### src/rtl/code_lock_ctrl.sv
// Keypad code lock: collects CODE_LEN digits, compares with code, unlocks with retry lockout and auto-relock; CODE_LOCK_ENTRY_TIMEOUT_EN adds an idle timeout in INPUT.
// Latency: last digit sampled at edge n -> VERIFY after n -> UNLOCKED/ERROR/LOCKOUT after n+1.
// Backpressure: none; keys outside LOCKED/INPUT and lock_cmd outside UNLOCKED are dropped.
module code_lock_ctrl #(
  parameter int DIGIT_W        = 4,
  parameter int CODE_LEN       = 4,
  parameter int MAX_TRIES      = 3,
  parameter int LOCKOUT_CYCLES = 16,
  parameter int UNLOCK_CYCLES  = 8,
  parameter int ENTRY_TIMEOUT  = 32,
  localparam int CNT_W = $clog2(CODE_LEN + 1),
  localparam int TRY_W = $clog2(MAX_TRIES + 1)
) (
  input  logic                         clk,
  input  logic                         reset,
  input  logic                         key_valid,
  input  logic [DIGIT_W-1:0]           key_digit,
  input  logic [CODE_LEN*DIGIT_W-1:0]  code,
  input  logic                         lock_cmd,
  output logic [2:0]                   state,
  output logic                         unlocked,
  output logic                         error,
  output logic                         lockout,
  output logic [CNT_W-1:0]             digit_count,
  output logic [TRY_W-1:0]             tries_left
);

  localparam int T_AB    = (LOCKOUT_CYCLES > UNLOCK_CYCLES) ? LOCKOUT_CYCLES : UNLOCK_CYCLES;
  localparam int TMR_MAX = (T_AB > ENTRY_TIMEOUT) ? T_AB : ENTRY_TIMEOUT;
  localparam int TMR_W   = $clog2(TMR_MAX + 1);

  typedef enum logic [2:0] {
    S_LOCKED   = 3'b000,
    S_INPUT    = 3'b001,
    S_VERIFY   = 3'b010,
    S_ERROR    = 3'b011,
    S_UNLOCKED = 3'b100,
    S_LOCKOUT  = 3'b101
  } state_t;

  state_t                      state_q, state_d;
  logic [CNT_W-1:0]            cnt_q, cnt_d;
  logic [TRY_W-1:0]            tries_q, tries_d;
  logic [CODE_LEN*DIGIT_W-1:0] buf_q, buf_d;
  logic [TMR_W-1:0]            timer_q, timer_d;
  logic                        wr_en;
  logic [CNT_W-1:0]            wr_slot;
  logic                        fail_attempt;

  always_ff @(posedge clk or posedge reset) begin
    if (reset) begin
      state_q <= S_LOCKED;
      cnt_q   <= '0;
      tries_q <= TRY_W'(MAX_TRIES);
      buf_q   <= '0;
      timer_q <= '0;
    end else begin
      state_q <= state_d;
      cnt_q   <= cnt_d;
      tries_q <= tries_d;
      buf_q   <= buf_d;
      timer_q <= timer_d;
    end
  end

  // The single timer is zero in every state that does not advance it, so it restarts on entry.
  always_comb begin
    state_d      = state_q;
    cnt_d        = cnt_q;
    tries_d      = tries_q;
    buf_d        = buf_q;
    timer_d      = '0;
    wr_en        = 1'b0;
    wr_slot      = '0;
    fail_attempt = 1'b0;

    case (state_q)
      S_LOCKED: begin
        if (key_valid) begin
          wr_en   = 1'b1;
          cnt_d   = CNT_W'(1);
          state_d = (CODE_LEN == 1) ? S_VERIFY : S_INPUT;
        end
      end
      S_INPUT: begin
        if (key_valid) begin
          wr_en   = 1'b1;
          wr_slot = cnt_q;
          cnt_d   = cnt_q + CNT_W'(1);
          if (cnt_q == CNT_W'(CODE_LEN - 1)) state_d = S_VERIFY;
        end
`ifdef CODE_LOCK_ENTRY_TIMEOUT_EN
        else if (timer_q == TMR_W'(ENTRY_TIMEOUT - 1)) begin
          fail_attempt = 1'b1;
        end else begin
          timer_d = timer_q + TMR_W'(1);
        end
`endif
      end
      S_VERIFY: begin
        if (buf_q == code) begin
          state_d = S_UNLOCKED;
          tries_d = TRY_W'(MAX_TRIES);
          cnt_d   = '0;
        end else begin
          fail_attempt = 1'b1;
        end
      end
      S_ERROR: state_d = S_LOCKED;
      S_UNLOCKED: begin
        if (lock_cmd || timer_q == TMR_W'(UNLOCK_CYCLES - 1)) state_d = S_LOCKED;
        else timer_d = timer_q + TMR_W'(1);
      end
      S_LOCKOUT: begin
        if (timer_q == TMR_W'(LOCKOUT_CYCLES - 1)) begin
          state_d = S_LOCKED;
          tries_d = TRY_W'(MAX_TRIES);
        end else begin
          timer_d = timer_q + TMR_W'(1);
        end
      end
      default: begin
        state_d = S_LOCKED;
        cnt_d   = '0;
      end
    endcase

    // Shared by a wrong code and an entry timeout.
    if (fail_attempt) begin
      cnt_d = '0;
      if (tries_q > TRY_W'(1)) begin
        tries_d = tries_q - TRY_W'(1);
        state_d = S_ERROR;
      end else begin
        tries_d = '0;
        state_d = S_LOCKOUT;
      end
    end

    // Slot 0 lives in the MSBs so the buffer lines up with code.
    for (int i = 0; i < CODE_LEN; i++) begin
      if (wr_en && wr_slot == CNT_W'(i))
        buf_d[(CODE_LEN-1-i)*DIGIT_W +: DIGIT_W] = key_digit;
    end
  end

  assign state       = state_q;
  assign unlocked    = (state_q == S_UNLOCKED);
  assign error       = (state_q == S_ERROR);
  assign lockout     = (state_q == S_LOCKOUT);
  assign digit_count = cnt_q;
  assign tries_left  = tries_q;

endmodule
### config.mk
export PLATFORM = sky130hd
export DESIGN_NAME = code_lock_ctrl
export DESIGN_NICKNAME = d
export VERILOG_FILES = /design/src/rtl/code_lock_ctrl.sv
export SDC_FILE = /design/constraint.sdc
export NUM_CORES = 1
export LEC_CHECK = 0
export CAP_MARGIN = 20
export CORE_UTILIZATION = 45
export CTS_CLUSTER_SIZE = 30
export DETAILED_ROUTE_END_ITERATION = 12
export GPL_ROUTABILITY_DRIVEN = 0
export PLACE_DENSITY = 0.79
export RECOVER_POWER = 50
export SLEW_MARGIN = 25
export SYNTH_ARGS = -nofsm -noshare
export SYNTH_HDL_FRONTEND = slang
export SYNTH_SLANG_ARGS = --single-unit
export TNS_END_PERCENT = 20
### constraint.sdc
create_clock -name clk -period 1.5 [get_ports clk]
set_clock_uncertainty 0.1 [all_clocks]
set_input_delay 0.225 -clock clk [delete_from_list [all_inputs] [get_ports clk]]
set_output_delay 0.225 -clock clk [all_outputs]
set_load 0.03 [all_outputs]
==> results.txt, run 1 <==
The flow ran to the end, but the final reports show violations. The checks that failed: setup timing. The floorplan die height came out at 60.9 um. The clock tree synthesis step divided the H-tree into 2 levels. After clock tree synthesis, the clock-pin slew on the worst setup and hold paths is 0.10 ns.

The analysis attributes to net switching a power of 0.00127 W. Input and output buffers added on the ports amount to 34. At the worst endpoint, the arrival time is 1.37 ns.

The number of antenna violations at the first check in global routing came out at 0. TritonCTS built the clock tree. The cell type group with the largest total delay on the critical path is flip-flops.

After synthesis, the netlist uses 34 different library cells. Of the total power, the clock network draws 0.149. The met2 layer usage reported by global route is 0.361. The final routed DRC violation total is 0. The CTS sink count came out at 30. The met3 usage in global routing is 0.0490. The share of synthesized area in the top cell type comes to 0.448. The count of state elements after synthesis came out at 30. The count of synthesis-stage warnings from yosys came out at 0.

The die footprint is 3710 um2. The switching power share of the total came out at 0.373. In the global route stage, met1 resource usage came out at 0.261. The largest total area in the synthesized netlist belongs to dfrtp_1. The combined area of all synthesized cells came out at 1560 um2. The leakage dissipation came out at 0.974 nW. Clock tree synthesis selected as its root buffer the cell clkbuf_4.

The initial DRC count is 72. The maximum clock rate is 590 MHz. The overall routing resource usage is 0.211. The count of nets left with antenna violations after detail routing came out at 0.

In this run the worst path has a maximum fanout of 6. The worst hold path belongs to the class input pin to asynchronous set/reset pin. The area of the core is 3340 um2.

The maximum VDD drop came out at 0.000748 V. The register-to-register setup slack came out at -0.16 ns. The number of buffer and inverter stages on the critical path is 3.

In the post-route analysis, the smallest setup slack over all paths is -0.194 ns. The TritonCTS buffer count is 5. The critical path data required time came out at 1.17 ns. The buffer levels on the longest clock path came out at 2. For this design the ratio of total power to cell area is 1520 nW/um2. In this run the tightest slew margin relative to its limit is 0.588.

The post-synthesis area per instance is 11.3 um2. In this run the critical register-to-register path is captured at state[2]. The number of enable-type register cells in the synthesized netlist is 0. The synthesized instance count is 138. The worst setup path is launched from a flop.

The number of standard-cell rows in the floorplan came out at 21. The final wirelength is 3.72 mm. The number of top-level design ports is 35. Ranked by total cell area, the synthesized netlist is headed by dfrtp_1 45%, xor2_1 10%, mux2_2 8.6%, mux2_1 3.6%, dfstp_2 3.4%. Setup repair after global routing could not meet its margin everywhere. The share of post-route cells with drive strength above 1 came out at 0.425. The commonest cells after synthesis are 28 x dfrtp_1, 18 x xor2_1, 13 x nor2_1.

The area of placed instances is 2070 um2. The share of synthesized flip-flops with an asynchronous set or reset came out at 1.00. Once layout is done, the placed cells without fillers occupy 2250 um2. The final cell count without fillers came out at 246. The combinational share of power is 0.436. The number of global-route vias before repair came to 1,215. The final setup TNS came out at -1.69 ns.

The cell-internal power came out at 0.00214 W. The count of final max-slew check failures came to 0. The tool flagged a number of max-cap violations equal to 0. The share of total power in sequential cells came out at 0.415. The worst register-to-register path begins at state[2]. Traced cell by cell, the critical path runs through buf_4 > nand2b_4 > or2_4 > inv_4 > buf_6. The final period utilization is 1.13. The count of final setup violators came out at 22. Total power for the finished layout comes to 0.00342 W.

For this run, the slowest stage of the critical path takes 0.38 ns. The number of antenna diodes in the final layout is 0. The via density per instance came out at 5.30. The remaining global-route overflow is 0.

The critical setup path kind is flop to output pin. After detailed routing, the average wire length per cell comes to 15.1 um. The half-perimeter wire length of the detailed placement result came out at 2.68 mm.

The number of search-and-repair iterations in the first detailed-routing pass came out at 4. The most used flip-flop cell after synthesis is dfrtp_1. For this design, the CTS-stage hold fixing added 0 buffers.

The total via count in the routed design came out at 1,304. The shortest clock period the worst path allows after layout came out at 1.69 ns. Compared with the post-synthesis result, the final layout area differs by 43.7%.

STA classifies the critical path endpoint as an output pin. The sequential area share after synthesis is 0.482. The hold violation total from the final report came out at 0. The clock insertion delay at the later pin of the skew report is 0.33 ns. The maximum number of pins on one net before global-route repair is 20. The net count after synthesis is 165. The most common cell in the synthesized netlist is dfrtp_1.

Once placement completed, the tool counted placed cells totaling 235. The horizontal extent of the die is 60.9 um. The slowest stage of the critical path is the dfrtp_2 cell. The wire length of the first global-routing pass is 5.51 mm.

The slew at the pin with the worst max-slew slack came out at 0.617 ns. The initial utilization of the core area, before any placement, comes to 0.468. The most congested layer reported by global routing is met2. The cell count of the worst reg-to-reg path came out at 6. The number of nets in the layout came out at 226.
[area by class of cell]
| type | instances | area [um2] |
|---|---|---|
| Clock inverter | 2 | 12.5 |
| Inverter | 8 | 32.5 |
| Sequential cell | 30 | 759 |
| Multi-Input combinational cell | 99 | 841 |
| Timing Repair Buffer | 55 | 492 |
| Clock buffer | 6 | 51.3 |
| Fill cell | 282 | 1090 |
| Tap cell | 46 | 57.6 |
[flip-flops by register name (all words and copies together) (netlist names)]
register	cells
tries_left	2
timer_q	6
buf_q	16
state	3
digit_count	3
[kinds of logic (layout without fill, tap and decap cells)]
kind of cell	Yosys count	after routing	synth area share
adders and majority gates	3	3	0.0240
xor gates and xnor gates	20	20	0.112
and+or+nand+nor	40	40	0.151
AOI/OAI and AO/OA	19	19	0.0825
buffers and inverters	9	71	0.0264
DFF	30	30	0.482
muxes	17	17	0.122
[power groups by stage]
| stage | sequential [W] | clock [W] | combinational, W |
|---|---|---|---|
| 3_3_place_gp | 0.00138 | 0 | 0.00130 |
| 4_1_cts | 0.00140 | 0.000524 | 0.00144 |
| 6_report | 0.00142 | 0.000510 | 0.00149 |
| 2_1_floorplan | 0.00149 | 0 | 0.000751 |
| 3_5_place_dp | 0.00141 | 0 | 0.00137 |
| 5_1_grt | 0.00145 | 0.000565 | 0.00161 |
[stage by stage]
step           utilization  setup slack [ns]  hold WS, ns
3_5_place_dp         0.621            -0.446        0.400
4_1_cts              0.651            -0.171       0.0859
3_3_place_gp         0.621            -0.386        0.391
5_1_grt              0.673            -0.243        0.380
2_1_floorplan            -            -0.173        0.214
6_report             0.673            -0.194        0.338
[cell usage in the layout, fill, tap and decap left out, types with 2 or more instances in the layout]
cell type | netlist | routed
mux2_4 | 0 | 4
o21ai_0 | 4 | 3
nor2_2 | 0 | 4
o21ai_1 | 1 | 2
nor2_4 | 1 | 2
nor4_1 | 5 | 2
nand2b_4 | 3 | 3
buf_6 | 1 | 4
inv_1 | 7 | 5
nand2_1 | 5 | 5
nand3_1 | 4 | 3
mux2_2 | 12 | 12
dfrtp_2 | 0 | 5
dfstp_2 | 2 | 2
and3_2 | 2 | 2
clkbuf_4 | 0 | 5
nand4_1 | 2 | 2
nor3_1 | 2 | 2
ha_1 | 3 | 3
dfrtp_1 | 28 | 23
buf_4 | 0 | 21
nor4_2 | 0 | 3
a21oi_1 | 5 | 5
xnor2_1 | 2 | 2
nor2_1 | 13 | 8
clkdlybuf4s15_2 | 0 | 4
inv_2 | 1 | 2
xor2_1 | 18 | 18
clkdlybuf4s50_1 | 0 | 22
[worst min-delay path, cell delays in order]
cell and delay (ns):
dlygate4sd3_1 0.53, inv_1 0.07, clkbuf_2 0.40
[worst max path at each step]
| stage | end | slack, ns | from | cells past startpoint |
|---|---|---|---|---|
| 4_1_cts | lockout | -0.17 | state[1] | 4 |
| 2_1_floorplan | buf_q[10] | -0.17 | state[1] | 5 |
| 6_report | lockout | -0.19 | state[2] | 5 |
| 3_3_place_gp | tries_left[1] | -0.39 | code[12] | 6 |
| 5_1_grt | lockout | -0.24 | state[2] | 5 |
| 3_5_place_dp | tries_left[1] | -0.45 | code[12] | 6 |
[metal layers]
layer / share of wire / vias up
met5: 0 / -
met4: 0.014 / 0
met3: 0.042 / 8
met2: 0.53 / 34
met1: 0.41 / 646
li1: - / 616
[what timing repair did]
action / CTS / global route
setup endpoints to repair: 22 / 29
buffers inserted: 1 / 2
gates resized for setup: 26 / 18
cloned: 0 / 0
pin swaps: 7 / 2
Note: power is estimated with default switching activity, not from simulation.
==> inputs of run 2 (changes only) <==
--- a/config.mk
+++ b/config.mk
@@ -12,6 +12,7 @@
 export GPL_ROUTABILITY_DRIVEN = 0
 export PLACE_DENSITY = 0.79
 export RECOVER_POWER = 50
+export REMOVE_ABC_BUFFERS = 1
 export SLEW_MARGIN = 25
 export SYNTH_ARGS = -nofsm -noshare
 export SYNTH_HDL_FRONTEND = slang
==> results.txt, run 2 (synthesis gave the netlist of run 1 again) <==
The number of global-route vias before repair came to 1,305 (was 1,215). The count of final max-slew check failures was 0 (unchanged). The post-cts hold buffer count is 0 (unchanged). The number of nets in the layout came out at 228 (was 226). The TritonCTS buffer count came out at 5 (unchanged). The shortest clock period the worst path allows after layout came out at 1.67 ns (was 1.69 ns). The kind of path behind the tightest hold check was input pin to asynchronous set/reset pin (unchanged).

The die footprint came out at 3710 um2 (unchanged). The share of post-route cells with drive strength above 1 came out at 0.386 (was 0.425). The horizontal extent of the die came out at 60.9 um (unchanged). The hold violation total from the final report is 0 (unchanged). The half-perimeter wire length of the detailed placement result is 2.67 mm (was 2.68 mm). The final routed DRC violation total is 0 (unchanged). The number of antenna violations at the first check in global routing is 0 (unchanged). The initial DRC count came to 63 (was 72). The power per standard cell area came out at 1510 nW/um2 (was 1520 nW/um2). Failing checks: setup timing (unchanged). The maximum number of pins on one net before global-route repair was 31 (was 20). The worst setup margin came to -0.168 ns (was -0.194 ns). The critical path launch point type is a flop (unchanged). The total chip power is 0.00336 W (was 0.00342 W). The number of top-level design ports is 35 (unchanged).

Run status: finished with violations (unchanged). The clock insertion delay at the later pin of the skew report came out at 0.33 ns (about the same). The final wirelength came out at 3.52 mm (was 3.72 mm).

The total via count in the routed design came out at 1,280 (was 1,304). Critical path, cell by cell: xor2_1 > nor4_2 > nand4_1 > buf_4 > o211ai_1 (was buf_4 > nand2b_4 > or2_4 > inv_4 > buf_6). Largest registers in the final layout: buf_q x16, timer_q x6 (unchanged). The maximum clock rate is 600 MHz (was 590 MHz). The reported max-cap violation count came to 0 (unchanged). The final period utilization came out at 1.11 (was 1.13). The H-tree depth is 2 (unchanged).

The largest register by flop count is buf_q (unchanged). The delay of the slowest cell on the worst path came to 0.41 ns (was 0.38 ns). The count of nets left with antenna violations after detail routing was 0 (unchanged). The largest fanout of any net on the critical path came to 3 (was 6). The leakage dissipation came to 0.986 nW (was 0.974 nW). The number of standard-cell rows in the floorplan came to 21 (unchanged). The number of input and output port buffers inserted came out at 34 (unchanged). The worst max-slew margin expressed relative to the limit is 0.523 (was 0.588).

The via density per instance came out at 5.16 (was 5.30). The area of the core came out at 3340 um2 (unchanged). Most frequent cells in the layout: 26 x dfrtp_1, 26 x buf_4, 22 x clkdlybuf4s50_1, 18 x xor2_1 (was 23 x dfrtp_1, 22 x clkdlybuf4s50_1, 21 x buf_4, 18 x xor2_1, 12 x mux2_2). The total inserted antenna cells came out at 0 (unchanged). The highest-delay cell along the critical path is dfrtp_1 (was dfrtp_2). The overall routing resource usage is 0.227 (was 0.211).

The clock tree from TritonCTS was done (unchanged). The worst hold margin is 0.420 ns (was 0.338 ns). The worst path arrival time came out at 1.82 ns (was 1.37 ns).

The endpoint type of the worst setup path was a flop (was output pin). The count of final setup violators is 21 (was 22). The remaining global-route overflow came out at 0 (unchanged).

The number of search-and-repair iterations in the first detailed-routing pass came out at 4 (unchanged). The floorplan die height came to 60.9 um (unchanged). The wire length of the first global-routing pass is 5.98 mm (was 5.51 mm). The minimum setup slack after placement is -0.544 ns (was -0.446 ns). The final setup TNS is -1.80 ns (was -1.69 ns).

The critical setup path kind is flop to flop (was flop to output pin). The CTS sink count is 30 (unchanged). The maximum VDD drop is 0.000697 V (was 0.000748 V). The root buffer selected by CTS is clkbuf_4 (unchanged). The buffer levels on the longest clock path came out at 2 (unchanged). The critical path data required time came out at 1.65 ns (was 1.17 ns). The layout overhead on the synthesized area is 42.4% (was 43.7%).

The number of flip-flops under the largest register name came out at 16 (unchanged). The routed wire length per instance came out at 14.2 um (was 15.1 um). RSZ-0062 raised after global routing: yes (unchanged). The effective utilization at floorplan came to 0.468 (unchanged).

The clock transition at the registers of the reported paths is 0.09 ns (was 0.10 ns). The slew at the pin with the worst max-slew slack is 0.716 ns (was 0.617 ns).
==> run 2: cell count changes in the layout (fill, tap and decap cells not counted), moves of 2 or more <==
cell,previous run,this run
mux2_4,4,1
mux2_1,1,4
clkdlybuf4s15_2,4,2
nor2_2,4,1
buf_4,21,26
nor2_1,8,12
dfrtp_2,5,2
dfrtp_1,23,26
==> run 2: cell type report <==
class | instances | area [um2]
clock buffer | 7 | 55.1
clock inverter | 1 | 5.00
fill | 252 | 1110
inverter | 8 | 30.0
multi-input combinational | 99 | 820
sequential | 30 | 756
tap | 46 | 57.6
timing repair buffer | 57 | 503
==> run 2: critical path, delay by kind of cell, from the launching register on <==
kind,cells,cell delay (ns)
DFF,1,0.41
AOI/OAI and AO/OA,1,0.17
xor gates and xnor gates,1,0.17
buffers and inverters,1,0.20
and+or+nand+nor,2,0.55
==> run 2: routing by layer <==
layer | routed length (um) | GRT usage
met4 | 95 | 0.101
met5 | 0 | 0
met3 | 121 | 0.0554
met2 | 1840 | 0.383
met1 | 1470 | 0.277
==> run 2: stage by stage <==
step	cell area (um2)	utilization	std cells
after floorplan	1550	-	137
after global placement	2090	0.627	237
after detailed placement	2090	0.627	237
after CTS	2220	0.666	248
after global routing	2230	0.667	248
final	2230	0.667	248
==> run 2: power by group <==
group	total (W)	switching, W	internal (W)
combinational	0.00145	0.000691	0.000759
sequential	0.00140	0.000275	0.00113
clock	0.000504	0.000278	0.000227
total	0.00336	0.00124	0.00211
==> run 2: worst paths after layout <==
kind	start	to	slack, ns	cells after the start
setup / recovery	buf_q[12]	tries_left[1]	-0.17	5
hold / removal	reset	timer_q[2]	0.42	3
setup reg to reg	buf_q[12]	tries_left[1]	-0.17	5
hold reg to reg	buf_q[11]	buf_q[11]	0.42	1
max in group asynchronous	reset	digit_count[1]	0.37	3
min in group clk	buf_q[11]	buf_q[11]	0.42	1
==> run 2: timing repair <==
| item | in CTS | in global routing |
|---|---|---|
| setup endpoints to repair | 23 | 31 |
| gates resized for setup | 20 | 8 |
| pin swaps | 11 | 2 |
| endpoints found under the hold margin | 0 | 0 |
| setup buffers | 3 | 0 |
==> inputs of run 3 (changes only) <==
--- a/config.mk
+++ b/config.mk
@@ -6,11 +6,13 @@
 export NUM_CORES = 1
 export LEC_CHECK = 0
 export CAP_MARGIN = 20
-export CORE_UTILIZATION = 45
+export CELL_PAD_IN_SITES_DETAIL_PLACEMENT = 0
+export CELL_PAD_IN_SITES_GLOBAL_PLACEMENT = 1
+export CORE_UTILIZATION = 39
 export CTS_CLUSTER_SIZE = 30
 export DETAILED_ROUTE_END_ITERATION = 12
 export GPL_ROUTABILITY_DRIVEN = 0
-export PLACE_DENSITY = 0.79
+export PLACE_DENSITY = 0.82
 export RECOVER_POWER = 50
 export REMOVE_ABC_BUFFERS = 1
 export SLEW_MARGIN = 25
==> constraint.sdc (replaced) <==
create_clock -name clk -period 1.8 [get_ports clk]
set_clock_uncertainty 0.1 [all_clocks]
set_input_delay 0.27 -clock clk [delete_from_list [all_inputs] [get_ports clk]]
set_output_delay 0.27 -clock clk [all_outputs]
set_load 0.03 [all_outputs]
==> results.txt, run 3 (synthesis gave the netlist of run 1 again) <==
The die footprint is 4260 um2 (was 3710 um2). The half-perimeter wire length of the detailed placement result came to 2.51 mm (was 2.67 mm). The critical path launch point type is a flop (unchanged).

The area of placed instances came out at 2000 um2 (was 2090 um2). The count of nets left with antenna violations after detail routing came to 0 (unchanged). The highest-delay cell along the critical path is dfrtp_2 (was dfrtp_1). The area of the core is 3740 um2 (was 3340 um2). The TritonCTS buffer count was 5 (unchanged). The floorplan die height came out at 65.3 um (was 60.9 um). The share of post-route cells with drive strength above 1 is 0.238 (was 0.386). The via density per instance came out at 5.18 (was 5.16).

The critical setup path kind is flop to output pin (was flop to flop). The hold violation total from the final report came out at 0 (unchanged). The delay of the slowest cell on the worst path is 0.47 ns (was 0.41 ns). The total chip power is 0.00275 W (was 0.00336 W). The CTS sink count is 30 (unchanged). The layout overhead on the synthesized area is 33.5% (was 42.4%). Largest registers in the final layout: buf_q x16, timer_q x6 (unchanged). The root buffer selected by CTS is clkbuf_8 (was clkbuf_4). The number of antenna violations at the first check in global routing came to 0 (unchanged). The number of nets in the layout came out at 211 (was 228). The combinational share of power came out at 0.375 (was 0.432). The effective utilization at floorplan is 0.417 (was 0.468).

The clock transition at the registers of the reported paths is 0.06 ns (was 0.09 ns). The final design instance area without fill came out at 2090 um2 (was 2230 um2). The library cell used most frequently in the layout, excluding fill and tap cells, is dfrtp_1. The post-cts hold buffer count came to 0 (unchanged). The number of flip-flops under the largest register name came out at 16 (unchanged).

The wire length of the first global-routing pass came out at 5.66 mm (was 5.98 mm). RSZ-0062 raised after global routing: yes (unchanged). The maximum number of pins on one net before global-route repair is 22 (was 31).

The number of buffers inserted by post-CTS setup repair is 0 (was 3). The final routed DRC violation total is 0 (unchanged). The final period utilization came out at 0.976. The reported max-cap violation count was 0 (unchanged). The remaining global-route overflow was 0 (unchanged). The clock tree from TritonCTS is done (unchanged). The utilization after layout is 0.557 (was 0.667). The minimum setup slack after placement is -0.235 ns (was -0.544 ns). The net switching power figure is 0.000980 W (was 0.00124 W). The endpoint type of the worst setup path is an output pin (was flop). The maximum clock rate is 569 MHz. The number of top-level design ports came out at 35 (unchanged).

The routed wire length per instance is 14.1 um (was 14.2 um). The share of total power in sequential cells is 0.426 (was 0.418). The worst setup margin came to 0.0428 ns (was -0.168 ns). The total inserted antenna cells came out at 0 (unchanged). Critical path, cell by cell: nand2b_4 > or2_1 > inv_1 > buf_6 (was xor2_1 > nor4_2 > nand4_1 > buf_4 > o211ai_1).

The clock share of power is 0.199 (was 0.150). The number of input and output port buffers inserted came to 34 (unchanged). The number of search-and-repair iterations in the first detailed-routing pass is 4 (unchanged). The cell-internal power came out at 0.00177 W (was 0.00211 W).

The horizontal extent of the die came out at 65.3 um (was 60.9 um). Most frequent cells in the layout: 26 x dfrtp_1, 22 x clkdlybuf4s50_1, 18 x xor2_1, 13 x nor2_1, 12 x mux2_2 (was 26 x dfrtp_1, 26 x buf_4, 22 x clkdlybuf4s50_1, 18 x xor2_1). The worst path arrival time is 1.39 ns (was 1.82 ns). The largest register by flop count was buf_q (unchanged). The power per standard cell area is 1320 nW/um2 (was 1510 nW/um2).

The leakage dissipation came to 0.905 nW (was 0.986 nW). The H-tree depth came out at 2 (unchanged). Run status: completed (was finished with violations). The shortest clock period the worst path allows after layout came out at 1.76 ns. The buffer levels on the longest clock path came out at 2 (unchanged). The total via count in the routed design is 1,208 (was 1,280). The number of global-route vias before repair was 1,265 (was 1,305). The critical path data required time was 1.43 ns (was 1.65 ns). The cell count of the worst reg-to-reg path came out at 4 (was 5). The overall routing resource usage came out at 0.179 (was 0.227). The count of final setup violators came out at 0 (was 21).

The switching power share of the total came out at 0.357 (was 0.371). The slew at the pin with the worst max-slew slack was 0.513 ns (was 0.716 ns). The number of filler cells placed in the layout is 343 (was 252). The largest fanout of any net on the critical path was 11 (was 3). The count of final max-slew check failures came out at 0 (unchanged). The final wirelength came to 3.28 mm (was 3.52 mm). The maximum VDD drop is 0.000608 V (was 0.000697 V).

The clock insertion delay at the later pin of the skew report is 0.27 ns (was 0.33 ns). The number of standard-cell rows in the floorplan came to 22 (was 21). The initial DRC count was 57 (was 63). The worst max-slew margin expressed relative to the limit came out at 0.658 (was 0.523). The kind of path behind the tightest hold check is input pin to asynchronous set/reset pin (unchanged).
[run 3: changes by cell type in the layout (fill, tap and decap cells not counted), moves of 2 or more]
| cell | change |
|---|---|
| clkbuf_8 | +5 |
| buf_6 | -3 |
| clkdlybuf4s15_2 | -2 |
| inv_2 | -2 |
| clkbuf_1 | +2 |
| dlygate4sd2_1 | +7 |
| inv_1 | +2 |
| clkbuf_4 | -5 |
| buf_4 | -19 |
[run 3: timing repair]
item,in CTS,in global routing
gates resized for setup,9,5
pin swaps,0,1
endpoints found under the setup margin,8,4
hold endpoints to repair,0,0
[run 3: final timing paths]
path / startpoint / endpoint / slack, ns
setup / recovery: state[1] / lockout / 0.04
hold / removal: reset / timer_q[0] / 0.31
setup reg to reg: state[2] / buf_q[11] / 0.14
hold reg to reg: timer_q[0] / timer_q[0] / 0.36
max in group asynchronous: reset / state[0] / 0.43
min in group clk: timer_q[0] / timer_q[0] / 0.36
[run 3: final cells by class]
cell class	instances	area [um2]	area share
clock buffer	8	90.1	0.0432
inverter	8	30.0	0.0144
multi-input combinational	99	787	0.377
sequential	30	756	0.362
tap	48	60.1	0.0288
timing repair buffer	40	364	0.174
[run 3: power groups by stage]
stage	Clock [W]	Combinational (W)	Sequential, W
6_report	0.000547	0.00103	0.00117
5_1_grt	0.000604	0.00114	0.00121
4_1_cts	0.000560	0.00102	0.00118
3_5_place_dp	0	0.00105	0.00119
3_3_place_gp	0	0.00102	0.00117
2_1_floorplan	0	0.000605	0.00125
[run 3: critical path, delay by kind of cell, from the launching register on]
family	cells	cell delay [ns]
buf+inv	2	0.22
simple gates	2	0.42
flops	1	0.47
[run 3: metal layers]
metal | global-route usage | wire length, um
met1 | 0.213 | 1450
met4 | 0.0761 | 53
met5 | 0 | 0
met2 | 0.300 | 1660
met3 | 0.0503 | 120
[run 3: stage by stage]
stage	setup TNS (ns)	instances	hold slack (ns)
final	0	233	0.311
after global routing	-0.0174	233	0.352
after CTS	0	233	0.206
after detailed placement	-1.22	225	0.358
after global placement	-0.931	225	0.349
after floorplan	0	137	0.259
